==> config.mk <==
export PLATFORM = sky130hd
export DESIGN_NAME = mul_issue_ctrl_flat
export DESIGN_NICKNAME = d
export VERILOG_FILES = /design/src/rtl/mul_pkg.sv /design/src/rtl/mul_issue_ctrl_if.sv /design/src/rtl/mul_result_sel.sv /design/src/rtl/mul_issue_ctrl.sv /design/src/flat_wrapper.sv
export SDC_FILE = /design/constraint.sdc
export NUM_CORES = 1
export LEC_CHECK = 0
export CAP_MARGIN = 20
export CELL_PAD_IN_SITES_DETAIL_PLACEMENT = 0
export CELL_PAD_IN_SITES_GLOBAL_PLACEMENT = 1
export CORE_AREA = 3 3 182 184
export CTS_BUF_LIST = sky130_fd_sc_hd__clkbuf_2
export CTS_CLUSTER_SIZE = 10
export DETAILED_ROUTE_END_ITERATION = 6
export DIE_AREA = 0 0 185 187
export GPL_ROUTABILITY_DRIVEN = 0
export MAX_ROUTING_LAYER = met4
export PLACE_DENSITY = 0.75
export SKIP_LAST_GASP = 1
export SLEW_MARGIN = 40
export SYNTH_ARGS = -nofsm -noshare
export SYNTH_HDL_FRONTEND = slang
export SYNTH_SLANG_ARGS = --single-unit
export TNS_END_PERCENT = 100
==> constraint.sdc <==
create_clock -name clock -period 2 [get_ports clock]
set_input_delay 0.4 -clock clock [delete_from_list [all_inputs] [get_ports clock]]
set_output_delay 0.4 -clock clock [all_outputs]
set_load 0.005 [all_outputs]
==> src/rtl/mul_pkg.sv <==
// Shared encodings for the multiplier issue controller: op codes, muler sign modes, FSM states.
// Pure definitions; no logic or timing of its own.
package mul_pkg;

    localparam logic [1:0] MUL_OP_MUL    = 2'd0;
    localparam logic [1:0] MUL_OP_MULH   = 2'd1;
    localparam logic [1:0] MUL_OP_MULHSU = 2'd2;
    localparam logic [1:0] MUL_OP_MULHU  = 2'd3;

    localparam logic [1:0] SGN_SS = 2'b11;
    localparam logic [1:0] SGN_SU = 2'b10;
    localparam logic [1:0] SGN_UU = 2'b00;

    typedef enum logic [1:0] {
        IDLE  = 2'd0,
        ISSUE = 2'd1,
        WAIT  = 2'd2,
        DONE  = 2'd3
    } mul_state_e;

    function automatic logic [1:0] op_to_sgn(input logic [1:0] op);
        case (op)
            MUL_OP_MULHSU: op_to_sgn = SGN_SU;
            MUL_OP_MULHU:  op_to_sgn = SGN_UU;
            default:       op_to_sgn = SGN_SS;
        endcase
    endfunction

endpackage

==> src/rtl/mul_issue_ctrl_if.sv <==
// Bundle of the issue-side, muler-side and response-side handshakes of mul_issue_ctrl.
// master = the controller, slave = its environment (issue stage, muler, writeback).
interface mul_issue_ctrl_if;

    logic        req_valid;
    logic        req_ready;
    logic [1:0]  req_op;
    logic        req_word;
    logic [63:0] req_src1;
    logic [63:0] req_src2;
    logic        flush;

    logic        mul_in_valid;
    logic        mul_flush;
    logic        mul_mulw;
    logic [1:0]  mul_signed;
    logic [63:0] mul_multiplicand;
    logic [63:0] mul_multiplier;
    logic        mul_out_ready;
    logic        mul_out_valid;
    logic [63:0] mul_result_hi;
    logic [63:0] mul_result_lo;

    logic        resp_valid;
    logic        resp_ready;
    logic [63:0] resp_data;
    logic        resp_err;

    modport master (
        input  req_valid, req_op, req_word, req_src1, req_src2, flush,
        input  mul_out_ready, mul_out_valid, mul_result_hi, mul_result_lo,
        input  resp_ready,
        output req_ready, mul_in_valid, mul_flush, mul_mulw, mul_signed,
        output mul_multiplicand, mul_multiplier,
        output resp_valid, resp_data, resp_err
    );

    modport slave (
        output req_valid, req_op, req_word, req_src1, req_src2, flush,
        output mul_out_ready, mul_out_valid, mul_result_hi, mul_result_lo,
        output resp_ready,
        input  req_ready, mul_in_valid, mul_flush, mul_mulw, mul_signed,
        input  mul_multiplicand, mul_multiplier,
        input  resp_valid, resp_data, resp_err
    );

endinterface

==> src/rtl/mul_result_sel.sv <==
// Picks the architectural result from a 128-bit product: lo for MUL, hi for MULH*,
// sign-extended low word for MULW. Purely combinational, no backpressure.
module mul_result_sel
    import mul_pkg::*;
(
    input  logic [1:0]  op,
    input  logic        word,
    input  logic [63:0] hi,
    input  logic [63:0] lo,
    output logic [63:0] result
);

    always_comb begin
        result = hi;
        if (op == MUL_OP_MUL) begin
            // word only means anything for MUL; the high-half ops ignore it
            result = word ? {{32{lo[31]}}, lo[31:0]} : lo;
        end
    end

endmodule

==> src/rtl/mul_issue_ctrl.sv <==
// Requester side of the muler handshake: issues one op, waits (with timeout), holds result until taken.
// Latency 1 + muler + 1 cycles; one op in flight, req_ready low outside IDLE. Optional MULCTL_RESULT_REUSE_EN.
module mul_issue_ctrl
    import mul_pkg::*;
#(
    parameter int WAIT_MAX = 63
) (
    input  logic             clock,
    input  logic             reset,
    mul_issue_ctrl_if.master bus
);

    localparam int CW = $clog2(WAIT_MAX + 1);

    mul_state_e  state_q, state_d;
    logic [1:0]  op_q, sgn_q;
    logic        mulw_q;
    logic [63:0] src1_q, src2_q, data_q;
    logic        err_q;
    logic [CW-1:0] cnt_q;

    logic        accept, timeout, hit;
    logic [1:0]  sel_op;
    logic        sel_word;
    logic [63:0] sel_hi, sel_lo, sel_res;

    assign accept  = bus.req_valid & bus.req_ready;
    // a result landing on the last allowed cycle still counts as a normal completion
    assign timeout = (state_q == WAIT) & (cnt_q == CW'(WAIT_MAX)) & ~bus.mul_out_valid;

`ifdef MULCTL_RESULT_REUSE_EN
    logic        c_vld;
    logic [63:0] c_hi, c_lo, c_src1, c_src2;
    logic [1:0]  c_sgn;

    assign hit = c_vld & ~(bus.req_word & (bus.req_op == MUL_OP_MUL))
               & (bus.req_src1 == c_src1) & (bus.req_src2 == c_src2)
               & (op_to_sgn(bus.req_op) == c_sgn);

    always_comb begin
        sel_op   = op_q;
        sel_word = mulw_q;
        sel_hi   = bus.mul_result_hi;
        sel_lo   = bus.mul_result_lo;
        if (state_q == IDLE) begin
            sel_op   = bus.req_op;
            sel_word = 1'b0;
            sel_hi   = c_hi;
            sel_lo   = c_lo;
        end
    end

    // only full 64x64 products that actually completed are worth remembering
    always_ff @(posedge clock or negedge reset) begin
        if (!reset) begin
            c_vld  <= 1'b0;
            c_hi   <= '0;
            c_lo   <= '0;
            c_src1 <= '0;
            c_src2 <= '0;
            c_sgn  <= '0;
        end else if ((state_q == WAIT) && !bus.flush && bus.mul_out_valid && !mulw_q) begin
            c_vld  <= 1'b1;
            c_hi   <= bus.mul_result_hi;
            c_lo   <= bus.mul_result_lo;
            c_src1 <= src1_q;
            c_src2 <= src2_q;
            c_sgn  <= sgn_q;
        end
    end
`else
    assign hit = 1'b0;

    always_comb begin
        sel_op   = op_q;
        sel_word = mulw_q;
        sel_hi   = bus.mul_result_hi;
        sel_lo   = bus.mul_result_lo;
    end
`endif

    mul_result_sel u_sel (
        .op     (sel_op),
        .word   (sel_word),
        .hi     (sel_hi),
        .lo     (sel_lo),
        .result (sel_res)
    );

    always_ff @(posedge clock or negedge reset) begin
        if (!reset) state_q <= IDLE;
        else        state_q <= state_d;
    end

    always_comb begin
        state_d = state_q;
        case (state_q)
            IDLE:    if (accept) state_d = hit ? DONE : ISSUE;
            ISSUE:   if (bus.flush) state_d = IDLE;
                     else if (bus.mul_out_ready) state_d = WAIT;
            WAIT:    if (bus.flush) state_d = IDLE;
                     else if (bus.mul_out_valid || timeout) state_d = DONE;
            DONE:    if (bus.flush || bus.resp_ready) state_d = IDLE;
            default: state_d = IDLE;
        endcase
    end

    always_comb begin
        bus.req_ready        = (state_q == IDLE) & ~bus.flush;
        bus.mul_in_valid     = (state_q == ISSUE);
        bus.mul_flush        = (((state_q == ISSUE) | (state_q == WAIT)) & bus.flush) | timeout;
        bus.mul_mulw         = mulw_q;
        bus.mul_signed       = sgn_q;
        bus.mul_multiplicand = src1_q;
        bus.mul_multiplier   = src2_q;
        bus.resp_valid       = (state_q == DONE);
        bus.resp_data        = data_q;
        bus.resp_err         = err_q;
    end

    always_ff @(posedge clock or negedge reset) begin
        if (!reset) begin
            op_q   <= '0;
            sgn_q  <= '0;
            mulw_q <= 1'b0;
            src1_q <= '0;
            src2_q <= '0;
            data_q <= '0;
            err_q  <= 1'b0;
            cnt_q  <= '0;
        end else begin
            cnt_q <= (state_q == WAIT) ? cnt_q + CW'(1) : '0;
            case (state_q)
                IDLE: if (accept) begin
                    op_q   <= bus.req_op;
                    sgn_q  <= op_to_sgn(bus.req_op);
                    mulw_q <= bus.req_word & (bus.req_op == MUL_OP_MUL);
                    src1_q <= bus.req_src1;
                    src2_q <= bus.req_src2;
                    err_q  <= 1'b0;
                    if (hit) data_q <= sel_res;
                end
                WAIT: if (!bus.flush) begin
                    if (bus.mul_out_valid) begin
                        data_q <= sel_res;
                        err_q  <= 1'b0;
                    end else if (timeout) begin
                        data_q <= '0;
                        err_q  <= 1'b1;
                    end
                end
                default: ;
            endcase
        end
    end

endmodule

==> src/flat_wrapper.sv <==
// flat-port wrapper written by rule: the top's interface ports become plain ports
module mul_issue_ctrl_flat import mul_pkg::*;
#(
    parameter int WAIT_MAX = 63
)
  (clock, reset, bus_req_valid, bus_req_op, bus_req_word, bus_req_src1, bus_req_src2, bus_flush, bus_mul_out_ready, bus_mul_out_valid, bus_mul_result_hi, bus_mul_result_lo, bus_resp_ready, bus_req_ready, bus_mul_in_valid, bus_mul_flush, bus_mul_mulw, bus_mul_signed, bus_mul_multiplicand, bus_mul_multiplier, bus_resp_valid, bus_resp_data, bus_resp_err);
  mul_issue_ctrl_if bus_i ();
  input  logic clock;
  input  logic reset;
  input wire logic [$bits(bus_i.req_valid)-1:0] bus_req_valid;
  input wire logic [$bits(bus_i.req_op)-1:0] bus_req_op;
  input wire logic [$bits(bus_i.req_word)-1:0] bus_req_word;
  input wire logic [$bits(bus_i.req_src1)-1:0] bus_req_src1;
  input wire logic [$bits(bus_i.req_src2)-1:0] bus_req_src2;
  input wire logic [$bits(bus_i.flush)-1:0] bus_flush;
  input wire logic [$bits(bus_i.mul_out_ready)-1:0] bus_mul_out_ready;
  input wire logic [$bits(bus_i.mul_out_valid)-1:0] bus_mul_out_valid;
  input wire logic [$bits(bus_i.mul_result_hi)-1:0] bus_mul_result_hi;
  input wire logic [$bits(bus_i.mul_result_lo)-1:0] bus_mul_result_lo;
  input wire logic [$bits(bus_i.resp_ready)-1:0] bus_resp_ready;
  output wire logic [$bits(bus_i.req_ready)-1:0] bus_req_ready;
  output wire logic [$bits(bus_i.mul_in_valid)-1:0] bus_mul_in_valid;
  output wire logic [$bits(bus_i.mul_flush)-1:0] bus_mul_flush;
  output wire logic [$bits(bus_i.mul_mulw)-1:0] bus_mul_mulw;
  output wire logic [$bits(bus_i.mul_signed)-1:0] bus_mul_signed;
  output wire logic [$bits(bus_i.mul_multiplicand)-1:0] bus_mul_multiplicand;
  output wire logic [$bits(bus_i.mul_multiplier)-1:0] bus_mul_multiplier;
  output wire logic [$bits(bus_i.resp_valid)-1:0] bus_resp_valid;
  output wire logic [$bits(bus_i.resp_data)-1:0] bus_resp_data;
  output wire logic [$bits(bus_i.resp_err)-1:0] bus_resp_err;
  assign bus_i.req_valid = bus_req_valid;
  assign bus_i.req_op = bus_req_op;
  assign bus_i.req_word = bus_req_word;
  assign bus_i.req_src1 = bus_req_src1;
  assign bus_i.req_src2 = bus_req_src2;
  assign bus_i.flush = bus_flush;
  assign bus_i.mul_out_ready = bus_mul_out_ready;
  assign bus_i.mul_out_valid = bus_mul_out_valid;
  assign bus_i.mul_result_hi = bus_mul_result_hi;
  assign bus_i.mul_result_lo = bus_mul_result_lo;
  assign bus_i.resp_ready = bus_resp_ready;
  assign bus_req_ready = bus_i.req_ready;
  assign bus_mul_in_valid = bus_i.mul_in_valid;
  assign bus_mul_flush = bus_i.mul_flush;
  assign bus_mul_mulw = bus_i.mul_mulw;
  assign bus_mul_signed = bus_i.mul_signed;
  assign bus_mul_multiplicand = bus_i.mul_multiplicand;
  assign bus_mul_multiplier = bus_i.mul_multiplier;
  assign bus_resp_valid = bus_i.resp_valid;
  assign bus_resp_data = bus_i.resp_data;
  assign bus_resp_err = bus_i.resp_err;
  mul_issue_ctrl #(.WAIT_MAX(WAIT_MAX)) u_core (.clock(clock), .reset(reset), .bus(bus_i));
endmodule
==> flow_summary.toml <==
[grt]
grt_use_total = 0.172
grt_overflow_total = 0
antenna_found_initial = 3
grt_max_degree = 65
first_global_vias = 7894
grt_pass1_wl_mm = 45.3

[logic_synthesis]
syn-num-nets = 874
synth.distinct_cells = 36
synth_top_area_frac = 0.594
yosysSeqAreaShare = 0.594
synth_flop_cell = "dfrtp_1"
synth_enable_flop_cells = 0
synthArstFlopShare = 1.00
synth_area_per_cell_um2 = 14.4
synth_top_area_cell = "dfrtp_1"
synth_area_leaders = "dfrtp_1, mux2_2, o2bb2ai_1"
synth_seq_cells = 206
netlist_area_um2 = 8680
synth_cells = 602
yosysWarningCount = 0

[setup_path]
start_kind = "flip-flop"
critPathMaxFanout = 3
crit_buf_inv = 2
cpPeakStageDelay_ps = 410
crit_required_ps = 1600
rrSetupSlack_ps = 80
cp_cell_sequence = "inv_2, ha_4, nand3_4, o31ai_1, buf_2"
timing.rr.end = "u_core.bus.mul_multiplier[63]"
crit_family = "flip-flops"
critPathLaunch = "u_core.state_q[0]"
r2r_cells = 8
rr_startpoint = "u_core.state_q[1]"
cp.arrival_ps = 1870
criticalPathCategory = "flip-flop to primary output"
crit_slowest_cell = "dfrtp_1"
end_kind = "primary output"

[timing]
tightestPinTransition_ps = 582
period_minus_slack_ps = 2270
timing.slew.headroom = 0.612
clock-skew-final_ps = 23.7
hold_viol = 0
rsz0062_at_grt = "true"
setup_tns_ps = -534
slew_violations = 0
fmax_mhz = 440
setup_viol = 4
period_share = 1.14
layout_setup_ws_ps = -273

[floorplan]
core_um2 = 31600
ios = 466
die_x_um = 185
rows = 65
initial_core_util = 0.275
dieArea_um2 = 34600
dieHeight_um = 187

[routing]
routed_via_density = 4.48
drt_first_pass_iters = 4
postRouteAntennaNets = 0
drt_iter0_drc = 198
routed_wl_mm = 30.5
wl_per_cell_um = 18.8
drc_errors = 0
vias = 7247

[min_path]
min_path_type = "input port to asynchronous set/reset pin"

[clocking]
clkLatencyLatePin_ps = 770
numCtsBuffers = 55
root_buffer = "clkbuf_2"
cts_buffer_depth = 3
clkTransAtPathRegs_ps = 100
tritoncts = "done"
cts_sinks = 206
htreeDepth = 2

[status]
violations = "negative setup slack"
status = "finished, violations left"

[layout]
area_growth_pct = 71.0
fillCellCount = 2967
layout.cells.non_filler = 1618
fin_area_um2 = 14800
final_layout_size_suffix_gt1_frac = 0.270
finalNetCount = 1442
utilization = 0.470

[job]
drv_cap = 0

[placement]
dp_hpwl_mm = 23.1
numPortBuffers = 465
place_inst = 1476
dpl-instance-area_um2 = 14100

[pwr]
p_leak_nw = 6.86
irDropWorstVdd_mv = 0.595
finalPower_mw = 18.9
p_per_area_nw_per_um2 = 1280
final cells by class:
| type | instances | area [um^2] | area share |
|---|---|---|---|
| Tap cell | 402 | 503 | 0.0339 |
| Clock buffer | 86 | 430 | 0.0290 |
| Multi-Input combinational cell | 350 | 3370 | 0.227 |
| Clock inverter | 14 | 58.8 | 0.00396 |
| Antenna cell | 3 | 7.51 | 0.000506 |
| Timing Repair Buffer | 551 | 5280 | 0.356 |
| Inverter | 6 | 27.5 | 0.00186 |
| Sequential cell | 206 | 5160 | 0.348 |
cells in the mapped netlist, types with 2 or more instances:
| master | instances |
|---|---|
| a21oi_1 | 2 |
| and2_1 | 5 |
| and2b_1 | 2 |
| buf_2 | 23 |
| buf_6 | 5 |
| clkbuf_1 | 11 |
| dfrtp_1 | 206 |
| ha_1 | 6 |
| inv_1 | 6 |
| mux2_2 | 96 |
| mux2_4 | 34 |
| mux2i_1 | 34 |
| nand2_1 | 7 |
| nand2b_1 | 2 |
| nand3_1 | 5 |
| nor2_1 | 4 |
| nor2b_1 | 32 |
| o21ai_0 | 8 |
| o21bai_1 | 2 |
| o22ai_1 | 31 |
| o2bb2ai_1 | 64 |
| xnor2_1 | 3 |
stage by stage:
stage | hold WS (ps) | setup WS, ps
3_3_place_gp | 397 | -74.6
4_1_cts | 35.7 | -420
2_1_floorplan | 104 | 231
3_5_place_dp | 392 | -79.8
5_1_grt | 51.2 | -458
6_report | 133 | -273
registers in the layout, indices dropped and copies added (netlist names):
signal	count
u_core.bus.mul_multiplier	64
u_core.cnt_q	6
u_core.bus.mul_mulw	1
u_core.bus.resp_err	1
u_core.state_q	2
u_core.bus.mul_signed	2
u_core.bus.resp_data	64
u_core.op_q	2
u_core.bus.mul_multiplicand	64
power by group:
group | switching (mW) | internal [mW] | total, mW
registers | 1.01 | 6.11 | 7.12
logic | 3.46 | 5.49 | 8.95
clock network | 1.74 | 1.13 | 2.87
total | 6.20 | 12.7 | 18.9
logic make-up (layout without fill, tap and decap cells):
group           Yosys count  in the layout  share of synthesized area
flops                   206            206                      0.594
compound gates          113            113                     0.0997
fa+ha+maj                 6              6                    0.00865
simple gates             63             63                     0.0428
xor+xnor                  4              4                    0.00404
other cells               0              3                          0
mux                     164            164                      0.223
buf+inv                  46            657                     0.0280
how the worst max path moves through the flow:
stage                                           end  slack [ps]  cells after the start
floorplan             u_core.bus.mul_multiplier[28]         230                      7
global placement                      bus_req_ready         -70                      3
detailed placement  u_core.bus.mul_multiplicand[63]         -80                      5
CTS                                   bus_mul_flush        -420                      6
global route                          bus_mul_flush        -460                      5
finish                                bus_mul_flush        -270                      5
worst reg2reg max path: stages (launching register included):
cell,delay (ps)
dfrtp_1,370
buf_6,120
inv_6,40
ha_4,150
and2b_2,190
buf_4,150
nand2_8,160
buf_12,260
mux2_2,370
what timing repair did:
action / CTS / global route
gates resized for setup: 265 / 45
buffers inserted: 28 / 12
hold buffers: 1 / 0
hold endpoints to repair: 206 / 0
pin swaps: 2 / 1
setup endpoints to repair: 200 / 66
per-layer routing:
metal | wire, um | up-vias | global-route usage
met5 | 0 | - | -
met4 | 701 | 0 | 0.0491
met3 | 3390 | 53 | 0.0702
met2 | 14800 | 346 | 0.288
met1 | 11500 | 3463 | 0.189
li1 | - | 3385 | -
cell usage in the layout (no fill, tap or decap), types with 6 or more instances in the layout:
cell type        Yosys  routed
o21ai_0              8       8
mux2i_1             34      34
dlygate4sd2_1        0     125
mux2_2              96      96
o22ai_1             31      31
buf_12               0      12
dfrtp_1            206     205
clkbuf_2             0      88
nand2_1              7       6
clkdlybuf4s15_1      0      66
clkdlybuf4s50_1      0     264
mux2_4              34      34
nor2b_1             32      32
buf_4                1      72
clkinv_1             0      11
o2bb2ai_1           64      64
No activity file was read; power rests on OpenSTA's default activity.
